==> src/rtl/ysyx_22040931_ifetch.sv <==
// Instruction fetch: one PC per handshake, single outstanding imem read, {pc, instr} held for ID.
// Accept-to-id_valid is 3 cycles with ideal memory; if_ready falls while HOLD is stalled by id_ready or during flush.
module ysyx_22040931_ifetch #(
  parameter int PC_W   = 64,
  parameter int DATA_W = 64
) (
  input  logic              clock,
  input  logic              reset,
  input  logic              flush,
  input  logic              pc_valid,
  input  logic [PC_W-1:0]   if_pc,
  output logic              if_ready,
  output logic              imem_req_valid,
  input  logic              imem_req_ready,
  output logic [PC_W-1:0]   imem_req_addr,
  input  logic              imem_resp_valid,
  input  logic [DATA_W-1:0] imem_resp_data,
  input  logic              imem_resp_err,
  output logic              id_valid,
  input  logic              id_ready,
  output logic [PC_W-1:0]   id_pc,
  output logic [31:0]       id_instr,
  output logic              id_err
);

  typedef enum logic [1:0] {S_IDLE, S_REQ, S_WAIT, S_HOLD} state_e;

  state_e            state_q, state_d;
  logic [PC_W-1:0]   pc_q, pc_d;
  logic              drop_q, drop_d;
  logic [PC_W-1:0]   id_pc_q, id_pc_d;
  logic [31:0]       id_instr_q, id_instr_d;
  logic              id_err_q, id_err_d;
  logic              accept;
  logic [31:0]       resp_instr;

  assign if_ready = ~flush & ((state_q == S_IDLE) | ((state_q == S_HOLD) & id_ready));
  assign accept   = pc_valid & if_ready;

  assign imem_req_valid = (state_q == S_REQ);
  assign imem_req_addr  = {pc_q[PC_W-1:3], 3'b000};
  assign id_valid       = (state_q == S_HOLD);
  assign id_pc          = id_pc_q;
  assign id_instr       = id_instr_q;
  assign id_err         = id_err_q;

  // A faulting fetch is handed to ID as a NOP tagged with id_err.
  assign resp_instr = imem_resp_err ? 32'h0000_0013
                    : (pc_q[2] ? imem_resp_data[63:32] : imem_resp_data[31:0]);

  always_comb begin
    state_d    = state_q;
    pc_d       = pc_q;
    drop_d     = drop_q;
    id_pc_d    = id_pc_q;
    id_instr_d = id_instr_q;
    id_err_d   = id_err_q;
    unique case (state_q)
      S_IDLE: begin
        if (accept) begin
          pc_d    = if_pc;
          state_d = S_REQ;
        end
      end
      S_REQ: begin
        // Request cannot be retracted; remember to discard its response.
        if (flush) drop_d = 1'b1;
        if (imem_req_ready) state_d = S_WAIT;
      end
      S_WAIT: begin
        if (imem_resp_valid) begin
          if (drop_q || flush) begin
            drop_d  = 1'b0;
            state_d = S_IDLE;
          end else begin
            id_pc_d    = pc_q;
            id_instr_d = resp_instr;
            id_err_d   = imem_resp_err;
            state_d    = S_HOLD;
          end
        end else if (flush) begin
          drop_d = 1'b1;
        end
      end
      S_HOLD: begin
        if (flush) begin
          state_d = S_IDLE;
        end else if (id_ready) begin
          if (accept) begin
            pc_d    = if_pc;
            state_d = S_REQ;
          end else begin
            state_d = S_IDLE;
          end
        end
      end
      default: state_d = S_IDLE;
    endcase
  end

  always_ff @(posedge clock or posedge reset) begin
    if (reset) begin
      state_q    <= S_IDLE;
      pc_q       <= '0;
      drop_q     <= 1'b0;
      id_pc_q    <= '0;
      id_instr_q <= '0;
      id_err_q   <= 1'b0;
    end else begin
      state_q    <= state_d;
      pc_q       <= pc_d;
      drop_q     <= drop_d;
      id_pc_q    <= id_pc_d;
      id_instr_q <= id_instr_d;
      id_err_q   <= id_err_d;
    end
  end

endmodule

==> config.mk <==
export PLATFORM = sky130hd
export DESIGN_NAME = ysyx_22040931_ifetch
export DESIGN_NICKNAME = d
export VERILOG_FILES = /design/src/rtl/ysyx_22040931_ifetch.sv
export SDC_FILE = /design/constraint.sdc
export NUM_CORES = 1
export LEC_CHECK = 0
export BUFFER_PORTS_ARGS = -buffer_cell sky130_fd_sc_hd__buf_2
export CORE_MARGIN = 1
export CORE_UTILIZATION = 48
export DETAILED_ROUTE_END_ITERATION = 6
export HOLD_SLACK_MARGIN = 0.06
export PLACE_DENSITY = 0.84
export SYNTH_ARGS = -nofsm -noshare
export SYNTH_HDL_FRONTEND = slang
export SYNTH_SLANG_ARGS = --single-unit
==> constraint.sdc <==
create_clock -name clock -period 6.2 [get_ports clock]
set_input_delay 0.93 -clock clock [delete_from_list [all_inputs] [get_ports clock]]
set_output_delay 0.93 -clock clock [all_outputs]
set_load 0.01 [all_outputs]
Word-level counts from Yosys, hierarchy flattened
Index checks and enable logic that the tools add are counted.

Output and inout bits: 164. Memory bits (read-only): 0. Bits in latches: 0. Logic and storage cells: 48. Memories: 0. Register bits after elaboration: 164. Bits in writable memories: 0.

Bitwise logic cells: 6. Multiplexer cells: 18. Div/mod/pow operators: 0. Multiply operators: 0. Order comparisons: 0. Reductions and logical operators: 8. $add $sub $neg: 0. Equal/unequal tests: 10. Shifts and indexed selects: 0.

Operator list (count): $mux W64 (3); $pmux W64 S2 (1); $mux W32 (2); $mux W2 (6); $pmux W2 S4 (1); $ne A2 B2 Y1 const B (3); $reduce_and A3 Y1 (2); $eq A2 B2 Y1 const B (2); $mux W1 (4); $ne A2 B1 Y1 const B (2); $reduce_and A4 Y1 (1); $reduce_bool A2 Y1 (2); $and A1 B1 Y1 (3); $ne A3 B2 Y1 const B (1); $ne A3 B3 Y1 const B (1); $eq A2 B1 Y1 const B (1); $logic_not A2 Y1 (1); $not A1 Y1 (2); $pmux W1 S2 (1); $reduce_and A2 Y1 (1); $logic_or A1 B1 Y1 (1); $or A1 B1 Y1 (1).

Longest topological paths before layout
Gate-level depths: netlist (run 1).

Depth in word-level cells: 9. Gate-level depth with buffers: 6. Depth with buffers taken out: 3.

Worst setup path before layout (run 1)
OpenSTA, ideal clock, no wires.

Kind: input -> output. Start point: in id_ready. End point: out if_ready. Stages on the path: 3. Buffers on the path: 0. Slack: 3983 ps. Arrival: 1287 ps. Cell sequence: and3_1 > nor2_1 > nor2_1.

Cells in the longest elaborated chain, start to end: 3.

RTL lines: from (decl) (RTL line 20) `input logic id_ready,`; $and A1 B1 Y1 (RTL line 37) `assign if_ready = ~flush & ((state_q == S_IDLE) | ((state_q == S_HOLD) & id_ready));`; $or A1 B1 Y1 (RTL line 37); $and A1 B1 Y1 (RTL line 37); to (decl) (RTL line 12) `output logic if_ready,`.

No other way between the ends.

Worst setup path after layout (run 1)
Ends and elaborated chain as after synthesis.

==> results of run 1 <==
==> path summary, 6_finish.rpt <==
check | from | cells after the start | slack [ns] | endpoint
worst max-delay path | id_ready | 5 | 3.78 | if_ready
worst min-delay path | id_instr[7] | 1 | 0.48 | id_instr[7]
worst max register to register | state_q[1] | 4 | 4.07 | id_pc[53]
worst min register to register | id_instr[7] | 1 | 0.48 | id_instr[7]
max in group asynchronous | reset | 3 | 4.48 | state_q[1]
min in group asynchronous | reset | 2 | 0.63 | pc_q[39]
==> worst reg2reg max path, delay by kind of cell, from the launching register on <==
kind                   cells  cell delay (ns)
buffers and inverters      1             0.72
flip-flops                 1             0.50
multiplexers               1             0.48
AND/OR/NAND/NOR            2             0.32
==> synthesized netlist by cell type <==
master / n / area [sq um]
nor2_1: 33 / 124
nor2b_1: 3 / 18.8
nand3_1: 1 / 5.00
o21bai_1: 1 / 7.51
buf_2: 14 / 70.1
o21ai_0: 3 / 15.0
and3_1: 1 / 6.26
nor4_4: 1 / 21.3
buf_4: 67 / 503
buf_6: 5 / 56.3
mux2_2: 142 / 1600
a211o_1: 4 / 35.0
mux2_1: 19 / 214
o211a_1: 1 / 10.0
nor3b_1: 1 / 7.51
a21oi_1: 3 / 15.0
conb_1: 1 / 3.75
inv_1: 5 / 18.8
mux2i_1: 29 / 290
nand2_1: 2 / 7.51
clkbuf_1: 4 / 15.0
dfrtp_1: 164 / 4100
==> power groups by stage <==
stage               clock [W]  sequential (W)  combinational (W)
finish                0.00108         0.00192            0.00154
global placement            0         0.00191            0.00153
floorplan                   0         0.00196            0.00111
detailed placement          0         0.00193            0.00156
CTS                   0.00110         0.00192            0.00157
global route          0.00115         0.00199            0.00168
==> per-layer routing <==
metal  global-route usage [%]  vias to the layer above  share of wire [%]
met5                        0                        -                  0
met4                     9.38                        0                2.5
met3                     6.96                       23                7.4
met2                     34.3                      186                 52
met1                     21.8                     2337                 38
li1                         -                     2154                  -
==> cell families (layout without fill, tap and decap cells) <==
family / count (synthesis) / after routing / synth area share (%)
compound gates: 12 / 12 / 1.16
mux: 190 / 190 / 29.4
other cells: 1 / 7 / 0.0525
buf+inv: 95 / 336 / 9.28
flops: 164 / 164 / 57.4
simple gates: 42 / 42 / 2.66
==> per-stage QoR <==
| step | utilization, % | cells | hold WS [ns] |
|---|---|---|---|
| CTS | 61.1 | 931 | 0.485 |
| finish | 61.1 | 935 | 0.482 |
| global placement | 56.9 | 900 | 0.464 |
| global route | 61.1 | 935 | 0.505 |
| floorplan | - | 506 | 0.475 |
| detailed placement | 56.9 | 900 | 0.469 |
==> layout make-up <==
cell class | instances | area (sq um) | area share [%]
multi-input combinational | 247 | 2390 | 27.0
tap | 184 | 230 | 2.59
sequential | 164 | 4110 | 46.2
antenna | 4 | 10.0 | 0.113
timing repair buffer | 300 | 1510 | 17.0
clock inverter | 13 | 171 | 1.93
inverter | 5 | 23.8 | 0.268
clock buffer | 18 | 439 | 4.94
==> sequential cells by signal, summed over array words and instances, names as in the netlist <==
signal / cells
id_instr: 32
drop_q: 1
state_q: 2
id_pc: 64
pc_q: 64
id_err: 1
==> metrics.yaml, run 1 <==
status:
  outcome: "finished, final reports clean"
power:
  power.total_w: 0.00454
  switching_share_pct: 33.0
  pwr-share-comb_pct: 34.0
  seq_power_share_pct: 42.3
  ir_drop_mv: 0.399
  p_clk_share_pct: 23.8
  p_leak_nw: 4.62
  power.switching_w: 0.00150
  p_int_w: 0.00304
  powerDensity_nw_per_um2: 511
detailed_routing:
  drt-vias-per-instance: 5.03
  initialDrtViolationCount: 197
  vias: 4700
  dr.pass1.iters: 4
  routedWlPerCell_um: 16.7
  postRouteWirelength_um: 15600
  route.detailed.drc: 0
  postRouteAntennaNets: 0
floorplan:
  io_pins: 300
  num_rows: 44
  die_area_sq_um: 15400
  start_util_pct: 49.2
  die_w_um: 124
  die_y_um: 124
  coreArea_sq_um: 14500
sta:
  period_needed_ns: 2.42
  worst_pin_slew_ns: 0.971
  finalCritPeriodShare_pct: 39.1
  worst_slack_ns: 3.78
  max_freq_mhz: 412
  slew_violations: 0
  slew-limit-headroom_pct: 35.3
  fin_setup_tns_ns: 0
  finalSetupViolCount: 0
  finalHoldViolations: 0
  skew_ns: 0.00816
  rsz0062_at_grt: "false"
global_routing:
  overflow: 0
  grt_pass1_vias: 4413
  grt_max_degree: 73
  grt_pass1_wl_um: 22900
  antenna_found_initial: 4
  grt_use_total_pct: 19.9
cells_and_area:
  mostFrequentLayoutCell: "buf_2"
  layout-drive-gt1-share_pct: 63.9
  layout_common_cells: "buf_2 (296), dfrtp_1 (163), mux2_2 (142), nor2_1 (33), mux2i_1 (29)"
  final_nets: 871
  post-route-cell-area_sq_um: 8890
  area_growth_pct: 24.3
  fillCellCount: 1188
yosys:
  synthCells: 504
  ys_warn_count: 0
  ys_ff_latch: 164
  synth_seq_area_share_pct: 57.4
  avgSynthCellArea_sq_um: 14.2
  netlist_area_sq_um: 7150
  synth_cell_types: 22
cts:
  clkLatencyLatePin_ns: 0.41
  numCtsBuffers: 17
  clkTransAtPathRegs_ns: 0.06
  cts.htree.levels: 4
  cts_hold_buf: 0
  clockRootBuffer: "clkbuf_16"
  cts_tree: "built"
  post-cts-setup-buffer-count: 0
  clockBufferDepth: 2
  cts_sinks: 164
  post_cts_resized: 0
place:
  dpl-instance-area_sq_um: 8270
  dp_slack_ns: 3.57
  port_buffers: 296
  gp_congestion: 0.779
  dp_hpwl_um: 11000
critical_path:
  end_kind: "output port"
  critical_path_class: "in2out"
  crit_slowest_cell: "and3_1"
  critPathMaxStageDelay_ns: 0.19
  arrival_ns: 1.49
  cp-start-kind: "primary input"
  path_cells: "buf_2, and3_1, nor2_1, nor2_1, buf_2"
  path_buf_inv: 2
  crit_fanout: 2
  crit_required_ns: 5.27
  path_delay_family: "simple AND/OR/NAND/NOR gates"
job:
  maxCapViolCount: 0
worst_hold_path:
  min_path_type: "reg2reg"
Power figures use the tool's default switching activity.
==> inputs of run 2 (changes only) <==
Settings changed: ABC_AREA set to 1, CORE_UTILIZATION 48 to 44, PLACE_DENSITY 0.84 to 0.81.
Clock period 6.2 ns to 2.2 ns, I/O delays scaled along.
==> metrics.yaml, run 2 <==
cts:
  clkTransAtPathRegs_ns: 0.07  # about the same
  cts_sinks: 164  # unchanged
  clockBufferDepth: 2  # unchanged
  cts_tree: "built"
  post-cts-setup-buffer-count: 0  # unchanged
  clkLatencyLatePin_ns: 0.42  # about the same
  clockRootBuffer: "clkbuf_16"
  cts.htree.levels: 4  # unchanged
  numCtsBuffers: 17  # unchanged
sta:
  slew-limit-headroom_pct: 55.4  # +20 points
  finalCritPeriodShare_pct: 93.0
  skew_ns: 0.00702  # -0.00114 ns
  worst_pin_slew_ns: 0.667  # -0.304 ns
  max_freq_mhz: 489
  fin_setup_tns_ns: 0  # unchanged
  slew_violations: 0  # unchanged
  period_needed_ns: 2.05
  rsz0062_at_grt: "false"
  finalSetupViolCount: 0  # unchanged
  finalHoldViolations: 0  # unchanged
detailed_routing:
  initialDrtViolationCount: 364  # +85%
  route.detailed.drc: 0  # unchanged
  drt-vias-per-instance: 4.83  # -4.0%
  vias: 6085  # +29%
  dr.pass1.iters: 4  # unchanged
  postRouteAntennaNets: 0  # unchanged
  routedWlPerCell_um: 14.8  # -11%
  postRouteWirelength_um: 18700  # +20%
floorplan:
  die_area_sq_um: 16900  # +10%
  coreArea_sq_um: 15900  # +9.7%
  num_rows: 46  # +4.5%
  start_util_pct: 45.3  # -3.9 points
  die_w_um: 130  # +4.9%
  io_pins: 300  # unchanged
  die_y_um: 130  # +4.9%
yosys:
  synth_seq_area_share_pct: 56.8  # -0.59 points
  ys_ff_latch: 164  # unchanged
  netlist_area_sq_um: 7220  # +1.0%
  synth_commonest_cells: "nand2_1 (364), dfrtp_1 (164), buf_4 (72), nand3_1 (66), mux2i_1 (32)"
  synth_top_area_share_pct: 56.8  # -0.59 points
  synth_edf_count: 0  # unchanged
  synthCells: 802  # +59%
  synth.area.top_cells: "dfrtp_1 (57%), nand2_1 (19%), buf_4 (7.5%)"
  ys.flop_type: "dfrtp_1"
  async_flop_share_pct: 100  # unchanged
  synth_top_cell_by_area: "dfrtp_1"
  avgSynthCellArea_sq_um: 9.00  # -37%
  ys_warn_count: 0  # unchanged
  synth_cell_types: 24  # +9.1%
  synth.most_common_cell: "nand2_1"
critical_path:
  r2r_end: "pc_q[17]"
  crit_fanout: 12  # +10
  path_cells: "inv_2, nand2_1, a21oi_4, buf_4, buf_2"
  timing.rr.start: "state_q[1]"
  critPathMaxStageDelay_ns: 0.44  # +0.25 ns
  reg2reg_slack_ns: 0.58  # -3.49 ns
  reg2regPathDepth: 6  # +2
  end_kind: "output port"
  crit_required_ns: 1.87  # -3.40 ns
  critical_path_class: "reg2out"
  crit_slowest_cell: "dfrtp_1"
  cp-start-kind: "register"
  crit_end: "if_ready"
  arrival_ns: 1.72  # +0.23 ns
  crit_start: "state_q[1]"
global_routing:
  grt_use_total_pct: 22.3  # +2.4 points
  grt_max_degree: 54  # -26%
  grt_pass1_vias: 5771  # +31%
  antenna_found_initial: 2  # -2
  overflow: 0  # unchanged
  grt_pass1_wl_um: 28700  # +26%
power:
  power.total_w: 0.0125  # +180%
  p_leak_nw: 5.25  # +14%
  powerDensity_nw_per_um2: 1390  # +170%
  ir_drop_mv: 0.642  # +61%
worst_hold_path:
  worst_hold_startpoint: "if_pc[57]"
  min_path_type: "in2reg"
cells_and_area:
  layout-drive-gt1-share_pct: 35.2  # -29 points
  area_growth_pct: 25.0
  mostFrequentLayoutCell: "nand2_1"
  final_nets: 1167  # +34%
  stdcell_count: 1261  # +35%
  layout_common_cells: "nand2_1 (364), buf_2 (296), dfrtp_1 (163), nand3_1 (66), mux2i_1 (32)"
place:
  dp_hpwl_um: 13000  # +18%
  gp_congestion: 0.841  # +8.0%
  port_buffers: 296  # unchanged
  dp.cells: 1227  # +36%
status:
  outcome: "finished, final reports clean"
job:
  maxCapViolCount: 0  # unchanged
-- run 2: changes by cell type in the layout (fill, tap and decap cells not counted), sizes merged, moves of 6 or more --
cell   previous run  this run
inv              10        16
o21ai             3        33
mux2            161         0
nand2             2       365
nor2             33        12
nand3             1        67
buf             300       315
-- run 2: through the flow --
stage	setup slack, ns	area [sq um]	utilization [%]	hold WS (ns)
2_1_floorplan	-0.215	7230	-	0.442
3_3_place_gp	0.588	8460	53.0	0.447
3_5_place_dp	0.547	8460	53.0	0.459
4_1_cts	0.0779	9020	56.6	0.112
5_1_grt	0.0348	9020	56.6	0.130
6_report	0.153	9020	56.6	0.134
-- run 2: where the power goes --
| group | total (W) | leakage [nW] | switching, W | internal [W] |
|---|---|---|---|---|
| registers | 0.00527 | 2.10 | 0.000927 | 0.00434 |
| clock network | 0.00282 | 0.262 | 0.00126 | 0.00156 |
| logic | 0.00443 | 2.89 | 0.00259 | 0.00184 |
| total | 0.0125 | 5.25 | 0.00478 | 0.00774 |
-- run 2: area by class of cell --
class / count / area (sq um)
timing repair buffer: 316 / 1670
clock buffer: 17 / 425
clock inverter: 15 / 131
fill: 1422 / 6920
tap: 216 / 270
inverter: 13 / 52.6
sequential: 164 / 4110
multi-input combinational: 519 / 2370
antenna: 1 / 2.50
-- run 2: worst min path at each step --
stage	depth (start not counted)	endpoint
final	3	pc_q[57]
after global routing	3	pc_q[61]
after CTS	3	pc_q[57]
after detailed placement	2	id_pc[21]
after global placement	2	pc_q[57]
after floorplan	2	id_pc[0]
-- run 2: cell families (layout without fill, tap and decap cells) --
family / count (synthesis) / after routing / share of synthesized area [%]
AND/OR/NAND/NOR: 445 / 445 / 24.7
flip-flops: 164 / 164 / 56.8
buffers and inverters: 121 / 361 / 10.6
AO/OA/AOI/OAI: 39 / 39 / 3.33
multiplexers: 32 / 32 / 4.44
other: 1 / 4 / 0.0519
-- run 2: worst max-delay path: cells and delay by family (launching register included) --
family	cells	cell delay, ns
buffers and inverters	3	0.50
DFF	1	0.44
AOI/OAI and AO/OA	1	0.24
and+or+nand+nor	1	0.12
-- run 2: per-layer routing --
layer / global-route usage [%] / part of all wire (%)
met1: 26.9 / 41
met2: 36.5 / 49
met3: 6.68 / 6.8
met4: 10.5 / 3.1
met5: 0 / 0.069
-- run 2: timing repair --
item | 4_1_cts | 5_1_grt
hold endpoints to repair | 20 | 0
setup endpoints to repair | 0 | 1
gates resized for setup | 0 | 1
hold buffers | 1 | 0
==> inputs of run 3 (changes only) <==
Settings changed: SETUP_SLACK_MARGIN set to 0.2.
==> metrics.yaml, run 3 (synthesized netlist as in run 2, its figures left out) <==
status:
  outcome: "finished, final reports clean"
critical_path:
  cp-start-kind: "register"
  r2r_end: "pc_q[17]"
  critical_path_class: "reg2out"
  reg2regPathDepth: 7  # +1
  timing.rr.start: "state_q[1]"
  end_kind: "output port"
  reg2reg_slack_ns: 0.56  # -0.02 ns
  crit_required_ns: 1.87  # about the same
  crit_fanout: 12  # unchanged
  arrival_ns: 1.56  # -0.16 ns
sta:
  max_freq_mhz: 529  # +8.3%
  worst_slack_ns: 0.310  # +0.157 ns
  worst_pin_slew_ns: 0.668  # +0.00128 ns
  finalSetupViolCount: 0  # unchanged
  slew-limit-headroom_pct: 55.4  # -0.086 points
  skew_ns: 0.00626  # -0.000756 ns
  finalHoldViolations: 0  # unchanged
  slew_violations: 0  # unchanged
  period_needed_ns: 1.89  # -0.157 ns
  finalCritPeriodShare_pct: 85.9  # -7.1 points
  rsz0062_at_grt: "false"
detailed_routing:
  dr.pass1.iters: 5  # +1
  routedWlPerCell_um: 14.8  # -0.21%
  vias: 6066  # -0.31%
  route.detailed.drc: 0  # unchanged
  drt-vias-per-instance: 4.81  # -0.39%
  initialDrtViolationCount: 341  # -6.3%
  postRouteWirelength_um: 18700  # -0.13%
  postRouteAntennaNets: 0  # unchanged
power:
  p_leak_nw: 5.26  # about the same
  ir_drop_mv: 0.641  # -0.13%
  powerDensity_nw_per_um2: 1390  # about the same
  power.total_w: 0.0125  # +0.14%
global_routing:
  overflow: 0  # unchanged
  grt_pass1_vias: 5778  # +0.12%
  grt_max_degree: 54  # unchanged
  grt_use_total_pct: 22.3  # unchanged
  grt_pass1_wl_um: 28700  # unchanged
  antenna_found_initial: 2  # unchanged
cells_and_area:
  area_growth_pct: 25.2
  multi_input_area_sq_um: 2370  # unchanged
  layout-drive-gt1-share_pct: 35.5  # +0.25 points
  final_nets: 1168  # +0.086%
  fillCellCount: 1422  # unchanged
  post-route-cell-area_sq_um: 9040  # +0.15%
  seq_area_sq_um: 4110  # about the same
  stdcell_count: 1262  # +0.079%
  final_util_pct: 56.7  # +0.086 points
  layout_common_cells: "nand2_1 (364), buf_2 (296), dfrtp_1 (161), nand3_1 (66), mux2i_1 (32)"
  mostFrequentLayoutCell: "nand2_1"
cts:
  cts_sinks: 164  # unchanged
  numCtsBuffers: 17  # unchanged
  cts_tree: "built"
  clockRootBuffer: "clkbuf_16"
  cts.htree.levels: 4  # unchanged
  clockBufferDepth: 2  # unchanged
  clkLatencyLatePin_ns: 0.42  # about the same
  clkTransAtPathRegs_ns: 0.06  # about the same
place:
  dp_hpwl_um: 13000  # unchanged
  dpl-instance-area_sq_um: 8460  # unchanged
  dp_slack_ns: 0.547  # unchanged
  dp.cells: 1227  # unchanged
  port_buffers: 296  # unchanged
  gp_congestion: 0.841  # unchanged
worst_hold_path:
  hold_path_depth: 3  # unchanged
  worst_hold_startpoint: "if_pc[57]"
  min_to: "pc_q[57]"
  min_path_type: "in2reg"
floorplan:
  coreArea_sq_um: 15900  # unchanged
  die_area_sq_um: 16900  # unchanged
  io_pins: 300  # unchanged
  die_y_um: 130  # unchanged
  die_w_um: 130  # unchanged
  start_util_pct: 45.3  # unchanged
  num_rows: 46  # unchanged
job:
  maxCapViolCount: 0  # unchanged
==> run 3: changes by cell type in the layout (fill, tap and decap cells not counted), sizes merged <==
cell / previous run / this run
buf: 315 / 316
==> run 3: worst max-delay path by stage <==
| stage | from | endpoint | slack [ns] | cells past startpoint |
|---|---|---|---|---|
| 6_report | state_q[1] | if_ready | 0.31 | 5 |
| 5_1_grt | state_q[1] | if_ready | 0.23 | 5 |
| 3_3_place_gp | state_q[0] | if_ready | 0.59 | 5 |
| 4_1_cts | state_q[0] | if_ready | 0.23 | 5 |
| 2_1_floorplan | reset | drop_q | -0.21 | 1 |
| 3_5_place_dp | state_q[0] | pc_q[17] | 0.55 | 6 |
==> run 3: report_power, final <==
part / switching, W / leakage (nW) / internal, W
Sequential: 0.000922 / 2.10 / 0.00434
Clock: 0.00126 / 0.262 / 0.00156
Combinational: 0.00260 / 2.89 / 0.00185
==> run 3: final cells by class <==
class	instances	area share (%)
antenna	1	0.0277
clock buffer	17	4.71
clock inverter	15	1.45
inverter	13	0.581
multi-input combinational	519	26.2
sequential	164	45.4
tap	216	2.99
timing repair buffer	317	18.6
==> run 3: timing repair <==
item,CTS,global route
endpoints found under the setup margin,1,1
hold endpoints to repair,20,0
pin swaps,1,0
hold buffers,1,0
buffers inserted,1,0
resized for setup,1,3
==> run 3: metal layers <==
layer	up-vias	part of all wire [%]	global-route usage (%)	wire [um]
li1	2933	-	-	-
met1	2845	40	26.9	7500
met2	244	50	36.4	9260
met3	42	7.3	6.81	1370
met4	2	2.9	10.6	550
met5	-	0.070	0	13
==> run 3: stage by stage <==
stage	TNS, ns	hold WS [ns]
floorplan	-35.23	0.442
global placement	0	0.447
detailed placement	0	0.459
CTS	0	0.112
global route	0	0.130
finish	0	0.133
==> run 3: worst max-delay path: stages, from the launching register on <==
cell	delay, ns
dfrtp_2	0.44
inv_2	0.12
nand2_1	0.12
a21oi_4	0.16
buf_6	0.17
buf_2	0.14
